$ cat src/rtl/spi_pkg.sv
// Shared definitions for the SPI mode-0 master: FSM states, mode constants, width helper.
// Latency: n/a (types and constants only).
// Backpressure: n/a.
package spi_pkg;

  typedef enum logic [2:0] {
    IDLE,
    SETUP,
    SCK_HIGH,
    SCK_LOW,
    HOLD,
    DESELECT
  } state_t;

  // Mode 0: sck idles low, data is sampled on the rising edge.
  localparam logic SPI_MODE0_CPOL = 1'b0;
  localparam logic SPI_MODE0_CPHA = 1'b0;

  // Ceiling log2, used to size counters that must hold the value itself.
  function automatic int clog2(input int value);
    int r;
    r = 0;
    for (int i = 0; i < 31; i++) begin
      if ((1 << i) < value) r = i + 1;
    end
    return r;
  endfunction

endpackage

$ cat src/rtl/spi_clk_divider.sv
// Half-period tick generator: one-cycle tick every HALF_PERIOD clk cycles while run=1.
// Latency: first tick HALF_PERIOD cycles after run rises; counter restarts at 0 when run falls.
// Backpressure: none; run is the only control.
module spi_clk_divider
  import spi_pkg::*;
#(
  parameter int HALF_PERIOD = 2
) (
  input  logic clk,
  input  logic reset,
  input  logic run,
  output logic tick
);

  localparam int CW = clog2(HALF_PERIOD + 1);

  logic [CW-1:0] cnt;

  assign tick = run && (cnt == CW'(HALF_PERIOD - 1));

  // Count cycles within a phase; wrap on every tick so each phase starts at 0.
  always_ff @(posedge clk) begin
    if (reset || !run || tick) cnt <= '0;
    else                       cnt <= cnt + CW'(1);
  end

endmodule

$ cat src/rtl/spi_master.sv
// SPI mode-0 initiator: one DATA_WIDTH word per transaction, MSB first, sck from a clk divider.
// Latency: rx_valid HALF_PERIOD*(2*DATA_WIDTH+2) cycles after acceptance; idle again after HALF_PERIOD*(2*DATA_WIDTH+3).
// Backpressure: tx_ready only in IDLE; tx_valid without tx_ready is dropped, not queued.
// Optional: define SPI_MASTER_SDI_SYNC_EN to pass sdi through a 2-flop synchronizer (needs HALF_PERIOD>=3).
module spi_master
  import spi_pkg::*;
#(
  parameter int DATA_WIDTH  = 8,
  parameter int HALF_PERIOD = 2
) (
  input  logic                  clk,
  input  logic                  reset,
  input  logic [DATA_WIDTH-1:0] tx_data,
  input  logic                  tx_valid,
  output logic                  tx_ready,
  output logic [DATA_WIDTH-1:0] rx_data,
  output logic                  rx_valid,
  output logic                  sck,
  output logic                  sdo,
  input  logic                  sdi,
  output logic                  cs_n
);

  localparam int BW = clog2(DATA_WIDTH + 1);

  generate
    if (HALF_PERIOD < 1) begin : g_hp_check
      $error("spi_master: HALF_PERIOD must be at least 1");
    end
    if (DATA_WIDTH < 2) begin : g_dw_check
      $error("spi_master: DATA_WIDTH must be at least 2");
    end
`ifdef SPI_MASTER_SDI_SYNC_EN
    if (HALF_PERIOD < 3) begin : g_sync_check
      $error("spi_master: SDI synchronizer needs HALF_PERIOD of at least 3");
    end
`endif
  endgenerate

  state_t                state;
  state_t                next_state;
  logic                  tick;
  logic                  div_run;
  logic                  accept;
  logic                  sdi_sample;
  logic [DATA_WIDTH-1:0] tx_sr;
  logic [DATA_WIDTH-1:0] rx_sr;
  logic [BW-1:0]         bit_cnt;

  assign accept  = tx_valid && tx_ready;
  assign div_run = (state != IDLE);
  // Zeros shift in behind the data, so sdo naturally returns to 0 by IDLE.
  assign sdo     = tx_sr[DATA_WIDTH-1];

`ifdef SPI_MASTER_SDI_SYNC_EN
  logic [1:0] sdi_sync;

  // Two-flop synchronizer; the sample point stays put, so data is two cycles older.
  always_ff @(posedge clk) begin
    if (reset) sdi_sync <= '0;
    else       sdi_sync <= {sdi_sync[0], sdi};
  end

  assign sdi_sample = sdi_sync[1];
`else
  assign sdi_sample = sdi;
`endif

  spi_clk_divider #(
    .HALF_PERIOD(HALF_PERIOD)
  ) u_div (
    .clk   (clk),
    .reset (reset),
    .run   (div_run),
    .tick  (tick)
  );

  // State register.
  always_ff @(posedge clk) begin
    if (reset) state <= IDLE;
    else       state <= next_state;
  end

  // Phase sequencing: every non-idle phase lasts exactly one divider tick.
  always_comb begin
    next_state = state;
    case (state)
      IDLE:     if (accept) next_state = SETUP;
      SETUP:    if (tick) next_state = SCK_HIGH;
      SCK_HIGH: if (tick) next_state = SCK_LOW;
      SCK_LOW:  if (tick) next_state = (bit_cnt == BW'(DATA_WIDTH)) ? HOLD : SCK_HIGH;
      HOLD:     if (tick) next_state = DESELECT;
      DESELECT: if (tick) next_state = IDLE;
      default:  next_state = IDLE;
    endcase
  end

  // Shift registers, bit count and the received-word pulse.
  always_ff @(posedge clk) begin
    if (reset) begin
      tx_sr    <= '0;
      rx_sr    <= '0;
      bit_cnt  <= '0;
      rx_data  <= '0;
      rx_valid <= 1'b0;
    end else begin
      rx_valid <= 1'b0;
      if (state == IDLE && accept) begin
        tx_sr   <= tx_data;
        bit_cnt <= '0;
      end
      // End of the high phase: capture sdi and move sdo on the falling sck edge.
      if (state == SCK_HIGH && tick) begin
        rx_sr   <= {rx_sr[DATA_WIDTH-2:0], sdi_sample};
        tx_sr   <= {tx_sr[DATA_WIDTH-2:0], 1'b0};
        bit_cnt <= bit_cnt + BW'(1);
      end
      if (state == HOLD && tick) begin
        rx_data  <= rx_sr;
        rx_valid <= 1'b1;
      end
    end
  end

  // Pin-level outputs registered from the next state so they track the state exactly.
  always_ff @(posedge clk) begin
    if (reset) begin
      tx_ready <= 1'b0;
      cs_n     <= 1'b1;
      sck      <= SPI_MODE0_CPOL;
    end else begin
      tx_ready <= (next_state == IDLE);
      cs_n     <= (next_state == IDLE) || (next_state == DESELECT);
      sck      <= (next_state == SCK_HIGH) ^ SPI_MODE0_CPOL;
    end
  end

endmodule

$ cat config.mk
export PLATFORM = sky130hd
export DESIGN_NAME = spi_master
export DESIGN_NICKNAME = d
export VERILOG_FILES = /design/src/rtl/spi_pkg.sv /design/src/rtl/spi_clk_divider.sv /design/src/rtl/spi_master.sv
export SDC_FILE = /design/constraint.sdc
export NUM_CORES = 1
export LEC_CHECK = 0
export CORE_MARGIN = 2
export CORE_UTILIZATION = 55
export CTS_CLUSTER_DIAMETER = 60
export DETAILED_ROUTE_END_ITERATION = 8
export DONT_BUFFER_PORTS = 1
export PLACE_DENSITY = 0.73
export SLEW_MARGIN = 20
export SYNTH_ARGS = -nofsm -noshare
export SYNTH_HDL_FRONTEND = slang
export SYNTH_HIERARCHICAL = 1
export SYNTH_SLANG_ARGS = --single-unit
$ cat constraint.sdc
create_clock -name clk -period 1.9 [get_ports clk]
set_clock_uncertainty 0.15 [all_clocks]
set_input_delay 0.38 -clock clk [delete_from_list [all_inputs] [get_ports clk]]
set_output_delay 0.38 -clock clk [all_outputs]
set_load 0.05 [all_outputs]
==> reports/metrics.yaml <==
die:
  die_w_um: 57.6
  rows: 19
  dieArea_um2: 3310
  start_util_pct: 57.7
  io_pins: 25
  core-area_um2: 2730
  die_h_um: 57.6
critical_path:
  start_kind: "flop"
  required_ns: 1.99
  critPathArrivalTime_ns: 1.85
  cp-end-kind: "flop"
  critPathMaxFanout: 14
  worstSetupPathType: "flop to flop"
timing:
  post-route-period-util_pct: 92.7
  slew_headroom_pct: 62.1
  finalMaxSlewViolations: 0
  worstMarginPinSlew_ns: 0.568
  finalSetupTns_ns: 0
  post-route-min-period_ns: 1.76
  hold_violations: 0
  max_freq_mhz: 568
  holdWs_ns: 0.0139
  rsz0062_at_grt: "no"
  setup_viol: 0
drt:
  routed-via-count: 1253
  ant_nets: 0
  post-route-drc-count: 0
  vias_per_cell: 5.83
  drt-pass1-iter-count: 4
  wire_per_inst_um: 13.6
  drt_iter0_markers: 11
  routed_wl_mm: 2.93
clock_tree:
  cts.clk_slew.worst_paths_ns: 0.11
  cts_tree: "yes"
  cts_buffers: 5
  h-tree-depth: 2
  cts.sinks: 37
  root_buffer: "clkbuf_4"
  clockBufferDepth: 2
  clk_latency_ns: 0.33
cells_and_area:
  fin_cells: 215
  final_layout_size_suffix_gt1_share_pct: 13.0
  ff_latch_area_um2: 742
  stdcell_area_um2: 1730
  nNetsFinal: 198
  fin_util_pct: 63.2
  final_common_cell: "nand2_1"
  area_growth_syn_to_layout_pct: 9.60
  antennaDiodeCount: 0
  multiInputGateArea_um2: 754
  fillers: 263
  final_cell_mix: "38 x nand2_1, 36 x dfxtp_1, 19 x a21oi_1, 10 x nor2_1, 8 x buf_4"
pwr:
  total_leakage_power_nw: 0.614
  power_density_nw_per_um2: 860
  ir_worst_vdd_mv: 0.780
synth:
  avgSynthCellArea_um2: 8.86
  synth-seq-area-share_pct: 46.9
  synth_nets: 193
  yosysWarningCount: 6
  synth_seq_cells: 37
  synth_area_um2: 1580
  yosysUniqueCellTypes: 39
  syn_inst: 178
  yosysTopAreaCell: "dfxtp_1"
  synthTopCellsByArea: "dfxtp_1 47%, nand2_1 9.0%, a21oi_1 6.0%"
  synth_top_area_share_pct: 46.9
placed_design:
  dp.cells: 205
  port-buffer-count: 0
  place_area_um2: 1610
  place_hpwl_mm: 2.04
  place_congestion: 0.774
status:
  status: "finished, final reports clean"
global_routing:
  grt_max_degree: 33
  grt_pass1_vias: 1150
  antenna_found_initial: 0
  grt_use_total_pct: 19.8
  overflow: 0
  grt_pass1_wl_mm: 4.98
min_path:
  hp-class: "input port to flop"
run:
  maxCapViolCount: 0
synth_stat cells (all sizes together):
cell type	count
a311oi	1
buf	7
a41oi	1
nor3	2
and4bb	1
nor2	10
dfxtp	37
or4	1
nand2b	3
a32oi	2
o22ai	2
o21bai	1
and3b	1
a2bb2oi	1
inv	6
ha	3
nand2	38
clkbuf	6
a21oi	19
a211oi	5
mux2i	5
o21ai	3
and2	2
o2bb2ai	1
nand3b	2
nor4b	2
nor4	1
nand4bb	2
or3	2
nand3	2
a221oi	6
nor4bb	1
o31ai	2
logic make-up (layout without fill, tap and decap cells):
kind of cell               after synthesis  after routing  share of synthesized area (%)
and+or+nand+nor                         70             70                           22.6
DFF                                     37             37                           46.9
buffers and inverters                   19             25                           5.95
muxes                                    5              5                           3.17
AOI/OAI and AO/OA                       44             44                           19.0
adders and majority gates                3              3                           2.38
through the flow:
step | power (mW) | setup slack [ns]
finish | 1.49 | 0.138
global placement | 0.931 | 0.172
global route | 1.55 | 0.0189
floorplan | 0.920 | 0.00790
CTS | 1.50 | 0.0548
detailed placement | 0.936 | 0.0957
repair_timing:
| item | CTS | global route |
|---|---|---|
| gates resized for setup | 0 | 4 |
| setup endpoints to repair | 0 | 7 |
| hold buffers | 1 | 1 |
| setup buffers | 0 | 0 |
| endpoints found under the hold margin | 32 | 1 |
power by group:
part / leakage [nW] / internal, mW / total, mW / switching (mW)
Combinational: 0.268 / 0.0465 / 0.111 / 0.0646
Clock: 0.0455 / 0.314 / 0.554 / 0.239
Sequential: 0.300 / 0.796 / 0.822 / 0.0261
layout make-up:
cell class,count,share of cell area [%]
Inverter,6,1.30
Clock inverter,1,1.74
Timing Repair Buffer,11,4.99
Sequential cell,37,42.9
Tap cell,31,2.24
Clock buffer,7,3.18
Multi-Input combinational cell,122,43.6
state kept, by name, summed over array words and instances (netlist names):
signal / flops
rx_data: 8
tx_sr: 8
cs_n: 1
tx_ready: 1
rx_valid: 1
state: 3
rx_sr: 8
sck: 1
u_div/cnt: 2
bit_cnt: 4
critical path, cell delays in order, from the launching register on:
cell       delay (ns)
dfxtp_2          0.35
nor3_4           0.20
inv_1            0.09
and2_4           0.17
nand4bb_1        0.14
buf_6            0.19
mux2i_1          0.09
a221oi_1         0.30
final timing paths:
check                     from            to  slack (ns)  depth (start not counted)
hold reg to reg   u_div/cnt[0]  u_div/cnt[0]        0.28                          1
setup reg to reg      state[0]      tx_sr[3]        0.14                          7
setup / recovery      state[0]      tx_sr[3]        0.14                          7
hold / removal             sdi      rx_sr[0]        0.01                          2
routing by layer:
layer  routed length (um)  share of wire (%)  up-vias  GRT usage, %
met3                  152                5.2        5          6.80
met5                    0                  0        -             0
met2                 1430                 49       27          32.5
li1                     -                  -      638             -
met1                 1310                 45      583          23.8
met4                   39                1.3        0          7.64
Note: power is estimated with default switching activity, not from simulation.
